$ cat config.mk
export PLATFORM = sky130hd
export DESIGN_NAME = pcpi_sched
export DESIGN_NICKNAME = d
export VERILOG_FILES = /design/src/rtl/pcpi_pkg.sv /design/src/rtl/pcpi_sat_cnt.sv /design/src/rtl/pcpi_sched.sv
export SDC_FILE = /design/constraint.sdc
export NUM_CORES = 1
export LEC_CHECK = 0
export BUFFER_PORTS_ARGS = -buffer_cell sky130_fd_sc_hd__buf_2
export CAP_MARGIN = 20
export CORE_UTILIZATION = 39
export CTS_CLUSTER_DIAMETER = 50
export DETAILED_ROUTE_END_ITERATION = 16
export HOLD_SLACK_MARGIN = 0.1
export PLACE_DENSITY = 0.82
export SLEW_MARGIN = 10
export SYNTH_ARGS = -nofsm -noshare
export SYNTH_HDL_FRONTEND = slang
export SYNTH_SLANG_ARGS = --single-unit
$ cat constraint.sdc
create_clock -name clk -period 1.84 [get_ports clk]
set_input_delay 0 -clock clk [delete_from_list [all_inputs] [get_ports clk]]
set_output_delay 0 -clock clk [all_outputs]
set_load 0.05 [all_outputs]
$ cat src/rtl/pcpi_pkg.sv
// Shared decode constants and FSM encoding for the PCPI M-extension scheduler.
package pcpi_pkg;

    localparam logic [6:0] OPC_OP    = 7'b0110011;
    localparam logic [6:0] F7_MULDIV = 7'b0000001;

    typedef enum logic [2:0] {
        S_IDLE  = 3'd0,
        S_MUL   = 3'd1,
        S_DIV   = 3'd2,
        S_DONE  = 3'd3,
        S_ABORT = 3'd4
    } state_t;

endpackage

$ cat src/rtl/pcpi_sat_cnt.sv
// Saturating event counter; clear takes precedence over increment.
module pcpi_sat_cnt #(
    parameter int W = 16
) (
    input  logic         clk,
    input  logic         resetn,
    input  logic         i_clr,
    input  logic         i_inc,
    output logic [W-1:0] o_cnt
);

    logic [W-1:0] r_cnt;

    always_ff @(posedge clk or negedge resetn) begin
        if (!resetn) begin
            r_cnt <= '0;
        end else if (i_clr) begin
            r_cnt <= '0;
        end else if (i_inc && (r_cnt != '1)) begin
            r_cnt <= r_cnt + 1'b1;
        end
    end

    assign o_cnt = r_cnt;

endmodule

$ cat src/rtl/pcpi_sched.sv
// Arbiter between the PicoRV32 PCPI port and the multiplier/divider wrappers,
// with a per-grant cycle limit, completion counters and a sticky timeout flag.
module pcpi_sched
    import pcpi_pkg::*;
#(
    parameter int TIMEOUT = 64,
    parameter int CNT_W   = 16
) (
    input  logic             clk,
    input  logic             resetn,
    input  logic             pcpi_valid,
    input  logic [31:0]      pcpi_insn,
    output logic             pcpi_wr,
    output logic [31:0]      pcpi_rd,
    output logic             pcpi_wait,
    output logic             pcpi_ready,
    output logic             mul_valid,
    input  logic             mul_wr,
    input  logic [31:0]      mul_rd,
    input  logic             mul_ready,
    output logic             div_valid,
    input  logic             div_wr,
    input  logic [31:0]      div_rd,
    input  logic             div_ready,
    input  logic             cfg_mul_en,
    input  logic             cfg_div_en,
    input  logic             stat_clr,
    output logic [CNT_W-1:0] stat_mul_cnt,
    output logic [CNT_W-1:0] stat_div_cnt,
    output logic             stat_timeout
);

    localparam logic [7:0] TO_LAST = 8'(TIMEOUT - 1);

    state_t     r_state;
    state_t     w_next;
    logic [7:0] r_timer;
    logic       r_timeout;
    logic       w_match;
    logic       w_is_div;
    logic       w_tlast;
    logic       w_mul_inc;
    logic       w_div_inc;
    logic       w_to_set;
    logic       w_unused_insn;

    assign w_match  = (pcpi_insn[6:0] == OPC_OP) &&
                      (pcpi_insn[31:25] == F7_MULDIV);
    assign w_is_div = pcpi_insn[14];
    assign w_tlast  = (r_timer == TO_LAST);
    assign w_unused_insn = ^{pcpi_insn[24:15], pcpi_insn[13:7]};

    always_ff @(posedge clk or negedge resetn) begin
        if (!resetn) begin
            r_state <= S_IDLE;
        end else begin
            r_state <= w_next;
        end
    end

    // Timer reads 0 in the first grant cycle and counts grant cycles.
    always_ff @(posedge clk or negedge resetn) begin
        if (!resetn) begin
            r_timer <= '0;
        end else if ((r_state == S_MUL) || (r_state == S_DIV)) begin
            r_timer <= r_timer + 8'd1;
        end else begin
            r_timer <= '0;
        end
    end

    always_ff @(posedge clk or negedge resetn) begin
        if (!resetn) begin
            r_timeout <= 1'b0;
        end else if (w_to_set) begin
            r_timeout <= 1'b1;
        end else if (stat_clr) begin
            r_timeout <= 1'b0;
        end
    end

    always_comb begin
        w_next     = r_state;
        w_mul_inc  = 1'b0;
        w_div_inc  = 1'b0;
        w_to_set   = 1'b0;
        mul_valid  = 1'b0;
        div_valid  = 1'b0;
        pcpi_wait  = 1'b0;
        pcpi_ready = 1'b0;
        pcpi_wr    = 1'b0;
        pcpi_rd    = '0;
        unique case (r_state)
            S_IDLE: begin
                if (pcpi_valid && w_match) begin
                    if (!w_is_div && cfg_mul_en) begin
                        w_next = S_MUL;
                    end else if (w_is_div && cfg_div_en) begin
                        w_next = S_DIV;
                    end
                end
            end
            S_MUL: begin
                mul_valid  = pcpi_valid;
                pcpi_wait  = 1'b1;
                pcpi_ready = mul_ready;
                pcpi_wr    = mul_ready & mul_wr;
                pcpi_rd    = mul_ready ? mul_rd : '0;
                if (mul_ready) begin
                    w_next    = S_DONE;
                    w_mul_inc = 1'b1;
                end else if (w_tlast) begin
                    w_next   = S_ABORT;
                    w_to_set = 1'b1;
                end else if (!pcpi_valid) begin
                    w_next = S_IDLE;
                end
            end
            S_DIV: begin
                div_valid  = pcpi_valid;
                pcpi_wait  = 1'b1;
                pcpi_ready = div_ready;
                pcpi_wr    = div_ready & div_wr;
                pcpi_rd    = div_ready ? div_rd : '0;
                if (div_ready) begin
                    w_next    = S_DONE;
                    w_div_inc = 1'b1;
                end else if (w_tlast) begin
                    w_next   = S_ABORT;
                    w_to_set = 1'b1;
                end else if (!pcpi_valid) begin
                    w_next = S_IDLE;
                end
            end
            S_DONE: begin
                w_next = S_IDLE;
            end
            // Wait is dropped so the core's own timeout traps the insn.
            S_ABORT: begin
                if (!pcpi_valid) begin
                    w_next = S_IDLE;
                end
            end
            default: begin
                w_next = S_IDLE;
            end
        endcase
    end

    pcpi_sat_cnt #(.W(CNT_W)) u_mul_cnt (
        .clk    (clk),
        .resetn (resetn),
        .i_clr  (stat_clr),
        .i_inc  (w_mul_inc),
        .o_cnt  (stat_mul_cnt)
    );

    pcpi_sat_cnt #(.W(CNT_W)) u_div_cnt (
        .clk    (clk),
        .resetn (resetn),
        .i_clr  (stat_clr),
        .i_inc  (w_div_inc),
        .o_cnt  (stat_div_cnt)
    );

    assign stat_timeout = r_timeout;

endmodule

Yosys cells after proc, flatten, opt, wreduce, memory -nomap -nowiden. Index checks and enable logic that the tools add are counted.

Bits in registers: 44. Input bits: 106. Output and inout port bits: 70. Logic and storage cells: 65.

Add/subtract/negate cells: 3. Eq/ne operators: 10. Mux-type cells: 31. Bitwise logic cells: 2. Reductions and logical operators: 14.

Operator list (count): $mux 16 (4); $mux 32 (2); $pmux 32 s2 (1); $add 16x1->16 const B (2); $ne 16x16->1 const B (2); $mux 3 (7); $mux 1 (12); $pmux 3 s4 (1); $add 8x1->8 const B (1); $eq 8x6->1 const B (1); $mux 8 (1); $eq 7x1->1 const B (1); $eq 7x6->1 const B (1); $logic_and 1x1->1 (6); $pmux 1 s2 (3); $reduce_bool 2->1 (3); $eq 3x1->1 const B (1); $eq 3x2->1 const B (1); $eq 3x3->1 const B (1); $logic_not 3->1 (1); $ne 3x3->1 const B (1); $and 1x1->1 (2); $ne 2x2->1 const B (1); $reduce_and 2->1 (1); other kinds (3) (3).

Depth between registers and ports, before layout. Gate-level depths: netlist of the first run.

Depth after elaboration: 5. Gate-level depth with buffers: 7. Depth with buffers taken out: 5.

By module. A second synthesis of the first run with hierarchy kept.

Cell total of the unflattened synthesis: 308. Area, all modules: 2889.0 um2.

Modules (own cells, without submodules): pcpi_sat_cnt (times used 2, cells an instance 98, area an instance 942.2 um2, seq. area each 400.4 um2); pcpi_sched (times used 1, cells an instance 112, area an instance 1004.7 um2, seq. area each 300.3 um2).

Least setup slack after synthesis of the first run. Ideal clock, no wire load.

Path kind: reg-to-reg. Start point: register u_div_cnt.r_cnt[0], in the netlist u_div_cnt.o_cnt[0]. End point: register u_div_cnt.r_cnt[1], in the netlist u_div_cnt.o_cnt[1]. Library setup time: 78 ps. Arrival: 2035 ps. Data required time: 1762 ps. Setup slack: -273 ps. Stages on the path, launching flop included: 8. Buffers on the path: 2. Period minus slack after synthesis: 2113 ps. Cells stage by stage: dfrtp_1 ha_1 nand4_1 nor4_1 buf_2 buf_4 o21ai_0 a21oi_1.

Longest elaborated chain between the ends: 3. Elaborated cells between the ends (all ways): 6. Classes of those cells: add/sub (1); eq/ne (1); mux (2); reduce/logical (2).

Ends and longest elaborated chain: from (decl) (line pcpi_sat_cnt.sv:12) `logic [W-1:0] r_cnt;`; from (signal assigned) (line pcpi_sat_cnt.sv:20) `r_cnt <= r_cnt + 1'b1;`; $add 16x1->16 / $ne 16x16->1 (equally long branches) (line pcpi_sat_cnt.sv:20, pcpi_sat_cnt.sv:19); $mux 16 / $logic_and 1x1->1 (equally long branches) (line pcpi_sat_cnt.sv:19) `end else if (i_inc && (r_cnt != '1)) begin`; $mux 16 / $reduce_bool 2->1 (equally long branches).

Several ways; a longest one is shown, not always the timed one. The select of a mux whose other input is x is not followed. A chain may end at the register's enable or synchronous reset.

Final worst setup path of the first run.
Start point: register u_mul_cnt.r_cnt[1], in the netlist u_mul_cnt.o_cnt[1]. End point: register u_mul_cnt.r_cnt[6], in the netlist u_mul_cnt.o_cnt[6].

Longest elaborated chain between the ends: 3. Elaborated cells between the ends (all ways): 6. Classes of those cells: add/sub (1); eq/ne (1); mux (2); reduce/logical (2).

Ends and longest elaborated chain (line): from (decl) (pcpi_sat_cnt.sv:12); from (signal assigned) (pcpi_sat_cnt.sv:20); $add 16x1->16 / $ne 16x16->1 (equally long branches) (pcpi_sat_cnt.sv:20, pcpi_sat_cnt.sv:19); $mux 16 / $logic_and 1x1->1 (equally long branches) (pcpi_sat_cnt.sv:19); $mux 16 / $reduce_bool 2->1 (equally long branches).

Several ways; a longest one is shown, not always the timed one. The select of a mux whose other input is x is not followed.

==> results of run 1 <==
-- critical path, stage by stage (launching register included) --
cell and delay, ns:
dfrtp_2 0.41, ha_4 0.15, nand4_1 0.22, buf_4 0.23
buf_4 0.12, nor3_1 0.18, mux2_2 0.36
-- power by group through the flow --
stage	clock network (mW)	logic (mW)	registers [mW]
global placement	0	0.924	1.03
floorplan	0	0.643	1.04
CTS	0.642	0.982	1.02
finish	0.627	1.00	1.02
global route	0.676	1.06	1.02
detailed placement	0	0.935	1.04
-- cells in the mapped netlist (2+ instances only) --
library cell / number
a21oi_1: 23
a22o_1: 33
and2_1: 3
and3_1: 7
and4_1: 2
and4bb_2: 2
buf_2: 2
buf_4: 2
buf_6: 2
clkbuf_1: 12
dfrtp_1: 44
ha_1: 3
inv_1: 7
mux2_2: 8
nand2_1: 23
nand2b_1: 4
nand3_1: 15
nand4_1: 8
nor2_1: 22
nor2b_1: 7
nor3_1: 11
nor4_1: 5
o21ai_0: 6
o31ai_1: 18
or3_1: 7
or4_1: 17
xnor2_1: 2
xor2_1: 3
-- final cells by class --
class / count / area [sq um] / area share
clock buffers: 6 / 82.6 / 0.0196
clock inverters: 2 / 10.0 / 0.00238
inverters: 7 / 26.3 / 0.00624
multi-input cells: 247 / 1740 / 0.415
flip-flops and latches: 44 / 1140 / 0.270
well taps: 96 / 120 / 0.0285
repair buffers: 181 / 1090 / 0.259
-- sequential cells by signal, summed over array words and instances, names as in the netlist --
register	cells
u_div_cnt.o_cnt	16
u_mul_cnt.o_cnt	16
r_timer	8
r_state	3
stat_timeout	1
-- metrics by stage --
step | util | instances | setup WS (ns)
finish | 0.603 | 583 | 0.0532
global route | 0.603 | 583 | -0.00739
CTS | 0.588 | 580 | 0.000985
detailed placement | 0.561 | 570 | 0.00229
global placement | 0.561 | 570 | 0.0728
floorplan | - | 317 | 0.00136
-- metal layers --
metal	track usage	up-vias	routed length [um]
met4	0.0611	0	136
met1	0.247	1575	3280
met5	0	-	0
met2	0.412	114	4760
li1	-	1567	-
met3	0.0330	11	461
-- logic make-up (layout without fill, tap and decap cells) --
| family | Yosys count | in the layout |
|---|---|---|
| adders and majority gates | 4 | 4 |
| AOI/OAI and AO/OA | 89 | 89 |
| buffers and inverters | 26 | 196 |
| muxes | 9 | 9 |
| DFF | 44 | 44 |
| and+or+nand+nor | 140 | 140 |
| xor gates and xnor gates | 5 | 5 |
-- what timing repair did --
action                                  4_1_cts  5_1_grt
hold endpoints to repair                     45        0
resized for setup                            27       24
endpoints found under the setup margin       35       54
hold buffers                                  2        0
cloned                                        0        0
pin swaps                                     0        1
buffers inserted                              0        3
-- final timing paths --
| kind | from | end |
|---|---|---|
| max | u_mul_cnt.o_cnt[1]$_DFFE_PN0P_ | u_mul_cnt.o_cnt[6]$_DFFE_PN0P_ |
| min | pcpi_insn[30] | r_state[1]$_DFFE_PN0P_ |
| max reg2reg | u_mul_cnt.o_cnt[1]$_DFFE_PN0P_ | u_mul_cnt.o_cnt[6]$_DFFE_PN0P_ |
| min reg2reg | r_timer[0]$_DFF_PN0_ | r_timer[0]$_DFF_PN0_ |
| max in group asynchronous | resetn | u_mul_cnt.o_cnt[8]$_DFFE_PN0P_ |
| min in group asynchronous | resetn | u_mul_cnt.o_cnt[11]$_DFFE_PN0P_ |
==> flow_summary.json, run 1 <==
{
  "synth_area_leaders": "dfrtp_1, a22o_1, o31ai_1, or4_1, a21oi_1",
  "dpl_cell_area_sq_um": 3920,
  "area_delta_synth_final_pct": 45.9,
  "reg2reg_depth": 6,
  "drive_above_1_share": 0.493,
  "synth_top_cell_by_area": "dfrtp_1",
  "grt_max_degree": 35,
  "outcome": "finished, final reports clean",
  "drv_slew": 0,
  "power_leakage_nw": 1.95,
  "portBuffers": 158,
  "coreArea_sq_um": 6980,
  "dieArea_sq_um": 7740,
  "antenna_cells": 0,
  "muxShareOfSynthArea": 0.0347,
  "numCtsBuffers": 5,
  "initial_utilization": 0.413,
  "fill_cells": 634,
  "clock_path_buffers": 2,
  "irDropWorstVdd_mv": 0.344,
  "critPathRequiredTime_ns": 2.02,
  "fin_hold_ws_ns": 0.146,
  "setup_viol": 0,
  "clockRootBuffer": "clkbuf_8",
  "wl_per_cell_um": 14.8,
  "clock_sinks": 44,
  "p_total_mw": 2.65,
  "via_per_inst": 5.60,
  "hold-path-cell-count": 4,
  "die_w_um": 88.0,
  "grt_pass1_vias": 2997,
  "synth_cell_types": 47,
  "routabilityCongestion": 0.837,
  "insertion_delay_ns": 0.29,
  "syn_nets": 426,
  "seq_power_share": 0.385,
  "grt_overflow_total": 0,
  "cp_max_fo": 4,
  "p_int_mw": 1.64,
  "synth_simple_gate_area_share": 0.283,
  "pwr-share-comb": 0.378,
  "slew_headroom": 0.617,
  "fin_skew_ns": 0.0101,
  "vias": 3267,
  "io_pins": 176,
  "async_flop_share": 1.00,
  "synth_edf_count": 0,
  "reg2reg_slack_ns": 0.05,
  "drv_cap": 0,
  "final_common_cell": "buf_2",
  "die_y_um": 88.0,
  "hold_viol": 0,
  "switching_share": 0.379,
  "path_clk_slew_ns": 0.08,
  "rows": 30,
  "period_needed_ns": 1.79,
  "cts_tree": "yes",
  "hp-class": "in2reg",
  "grt_pass1_wl_mm": 13.3,
  "drtPass1Iterations": 4,
  "final_area_sq_um": 4210,
  "crit_type": "reg2reg",
  "dp_hpwl_mm": 6.73,
  "period_share": 0.971,
  "worst_pin_slew_ns": 0.575,
  "syn_inst": 317,
  "fmax_mhz": 560,
  "power_density_nw_per_um2": 629,
  "post_synth_xor_area_fraction": 0.0152,
  "synth_ff_type": "dfrtp_1",
  "crit_path_start_kind": "flip-flop",
  "cp-end-kind": "flip-flop",
  "cts_max_level": 2,
  "drcViolationCount": 0,
  "antenna_found_initial": 0,
  "nets": 595,
  "clkPwrFrac": 0.237,
  "setup_tns_ns": 0,
  "synth_seq_cells": 44,
  "synth_compound_area_frac": 0.226,
  "synth_top_cell_area_share": 0.382,
  "syn_area_per_cell_sq_um": 9.10,
  "syn_area_sq_um": 2880,
  "drtIter0Drc": 116,
  "p_sw_mw": 1.00,
  "yosysSeqAreaShare": 0.382,
  "crit_arrival_ns": 1.96,
  "synthAdderAreaFrac": 0.0165,
  "synth_warnings": 0,
  "synth_top_family_by_area": "simple AND/OR/NAND/NOR gates",
  "most-common-layout-cells": "buf_2, buf_4, a22o_1, dfrtp_2, a21oi_1",
  "routed_wirelength_mm": 8.63,
  "ant_nets": 0,
  "track_usage": 0.216
}
No activity file was read; power rests on OpenSTA's default activity.
==> run 2, diff against run 1 <==
--- a/config.mk
+++ b/config.mk
@@ -5,7 +5,7 @@
 export SDC_FILE = /design/constraint.sdc
 export NUM_CORES = 1
 export LEC_CHECK = 0
-export BUFFER_PORTS_ARGS = -buffer_cell sky130_fd_sc_hd__buf_2
+export BUFFER_PORTS_ARGS = -buffer_cell sky130_fd_sc_hd__clkbuf_2
 export CAP_MARGIN = 20
 export CORE_UTILIZATION = 39
 export CTS_CLUSTER_DIAMETER = 50
==> run 2 against run 1 <==
Net effect:
- clock power rose by 6.7%
- utilization rose by 0.16 points
- die area did not move
- register-to-register slack improved by 0.03 ns
- sequential power barely moved
- critical path type is now reg2out
==> flow_summary.json, run 2 (synthesis gave the netlist of run 1 again) <==
{
  "outcome": "finished, final reports clean",
  "path_clk_slew_ns": 0.08,
  "clock_sinks": 44,
  "clockRootBuffer": "clkbuf_8",
  "irDropWorstVdd_mv": 0.374,
  "vias": 3278,
  "drv_slew": 0,
  "io_pins": 176,
  "grt_pass1_vias": 3005,
  "via_per_inst": 5.59,
  "final_common_cell": "clkbuf_2",
  "dieArea_sq_um": 7740,
  "hp-class": "in2reg",
  "final_area_sq_um": 4220,
  "dpl_cell_area_sq_um": 3930,
  "antenna_found_initial": 0,
  "rows": 30,
  "nets": 598,
  "gr-max-usage-layer": "met2",
  "fin_skew_ns": 0.00920,
  "power_leakage_nw": 1.92,
  "met1_usage": 0.262,
  "drv_cap": 0,
  "drtPass1Iterations": 4,
  "crit_arrival_ns": 1.78,
  "power_density_nw_per_um2": 637,
  "insertion_delay_ns": 0.30,
  "area_delta_synth_final_pct": 46.3,
  "track_usage": 0.227,
  "drtIter0Drc": 97,
  "die_w_um": 88.0,
  "portBuffers": 158,
  "numCtsBuffers": 5,
  "cp-end-kind": "output pin",
  "met3_usage": 0.0386,
  "worst_pin_slew_ns": 0.647,
  "hold_viol": 0,
  "fmax_mhz": 562,
  "crit_type": "reg2out",
  "crit_path_start_kind": "flip-flop",
  "slew_headroom": 0.569,
  "drcViolationCount": 0,
  "cts_max_level": 2,
  "die_y_um": 88.0,
  "setup_viol": 0,
  "critPathRequiredTime_ns": 1.84,
  "most-common-layout-cells": "clkbuf_2, a22o_1, clkbuf_4, dfrtp_2, nand2_1",
  "initial_utilization": 0.413,
  "dp_hpwl_mm": 6.84,
  "cts_tree": "yes",
  "rsz0062_at_grt": "yes",
  "grt_max_degree": 35,
  "cp_max_fo": 33,
  "drive_above_1_share": 0.490,
  "antenna_cells": 0,
  "grt_pass1_wl_mm": 13.8,
  "coreArea_sq_um": 6980,
  "met2_usage": 0.424,
  "period_share": 0.968,
  "wl_per_cell_um": 15.1,
  "period_needed_ns": 1.78,
  "routabilityCongestion": 0.838,
  "routed_wirelength_mm": 8.85,
  "grt_overflow_total": 0,
  "clock_path_buffers": 2,
  "ant_nets": 0,
  "setup_tns_ns": 0
}
run 2: cell types whose count changed in the layout (fill, tap and decap cells not counted), sizes merged:
cell and change:
buf -142, clkbuf +147, clkinv -2
run 2: worst max-delay path, cell delays in order, from the launching register on:
cell and delay, ns:
dfrtp_1 0.42, and4bb_4 0.41, buf_8 0.23, a22o_1 0.18, clkbuf_4 0.24
run 2: metal layers:
| metal | wire [um] | share of wire |
|---|---|---|
| met1 | 3410 | 0.39 |
| met2 | 4770 | 0.54 |
| met3 | 449 | 0.051 |
| met4 | 220 | 0.025 |
| met5 | 0 | 0 |
run 2: power by group:
group / internal (mW) / switching (mW)
clock network: 0.343 / 0.326
logic: 0.351 / 0.651
registers: 0.989 / 0.0282
run 2: worst paths after layout:
path / startpoint / slack (ns) / to / cells after the start
setup / recovery: r_state[2]$_DFFE_PN0P_ / 0.06 / pcpi_rd[22] / 4
hold / removal: pcpi_insn[31] / 0.12 / r_state[0]$_DFFE_PN0P_ / 4
setup reg to reg: r_state[0]$_DFFE_PN0P_ / 0.08 / u_div_cnt.o_cnt[8]$_DFFE_PN0P_ / 4
hold reg to reg: r_timer[0]$_DFF_PN0_ / 0.48 / r_timer[0]$_DFF_PN0_ / 1
max in group asynchronous: resetn / 1.09 / r_state[0]$_DFFE_PN0P_ / 3
min in group asynchronous: resetn / 0.21 / u_div_cnt.o_cnt[4]$_DFFE_PN0P_ / 2
run 2: area by class of cell:
type                            instances  area (sq um)
Clock buffer                            8           100
Fill cell                             664          2760
Inverter                                7          26.3
Multi-Input combinational cell        247          1730
Sequential cell                        44          1140
Tap cell                               96           120
Timing Repair Buffer                  184          1110
run 2: through the flow:
| stage | hold WS (ns) | total power [mW] | worst slack, ns | cells | util |
|---|---|---|---|---|---|
| after floorplan | -0.296 | 1.68 | 0.00136 | 317 | - |
| after global placement | -0.0323 | 1.96 | 0.0502 | 572 | 0.563 |
| after detailed placement | -0.0246 | 1.98 | -0.0391 | 572 | 0.563 |
| after CTS | 0.124 | 2.70 | 0.00607 | 582 | 0.593 |
| after global routing | 0.131 | 2.81 | -0.0350 | 586 | 0.604 |
| final | 0.120 | 2.69 | 0.0596 | 586 | 0.604 |
run 2: repair_timing:
action / CTS / global route
endpoints found under the setup margin: 37 / 54
pin swaps: 0 / 1
endpoints found under the hold margin: 45 / 0
hold buffers: 2 / 0
buffers inserted: 0 / 4
resized for setup: 33 / 19
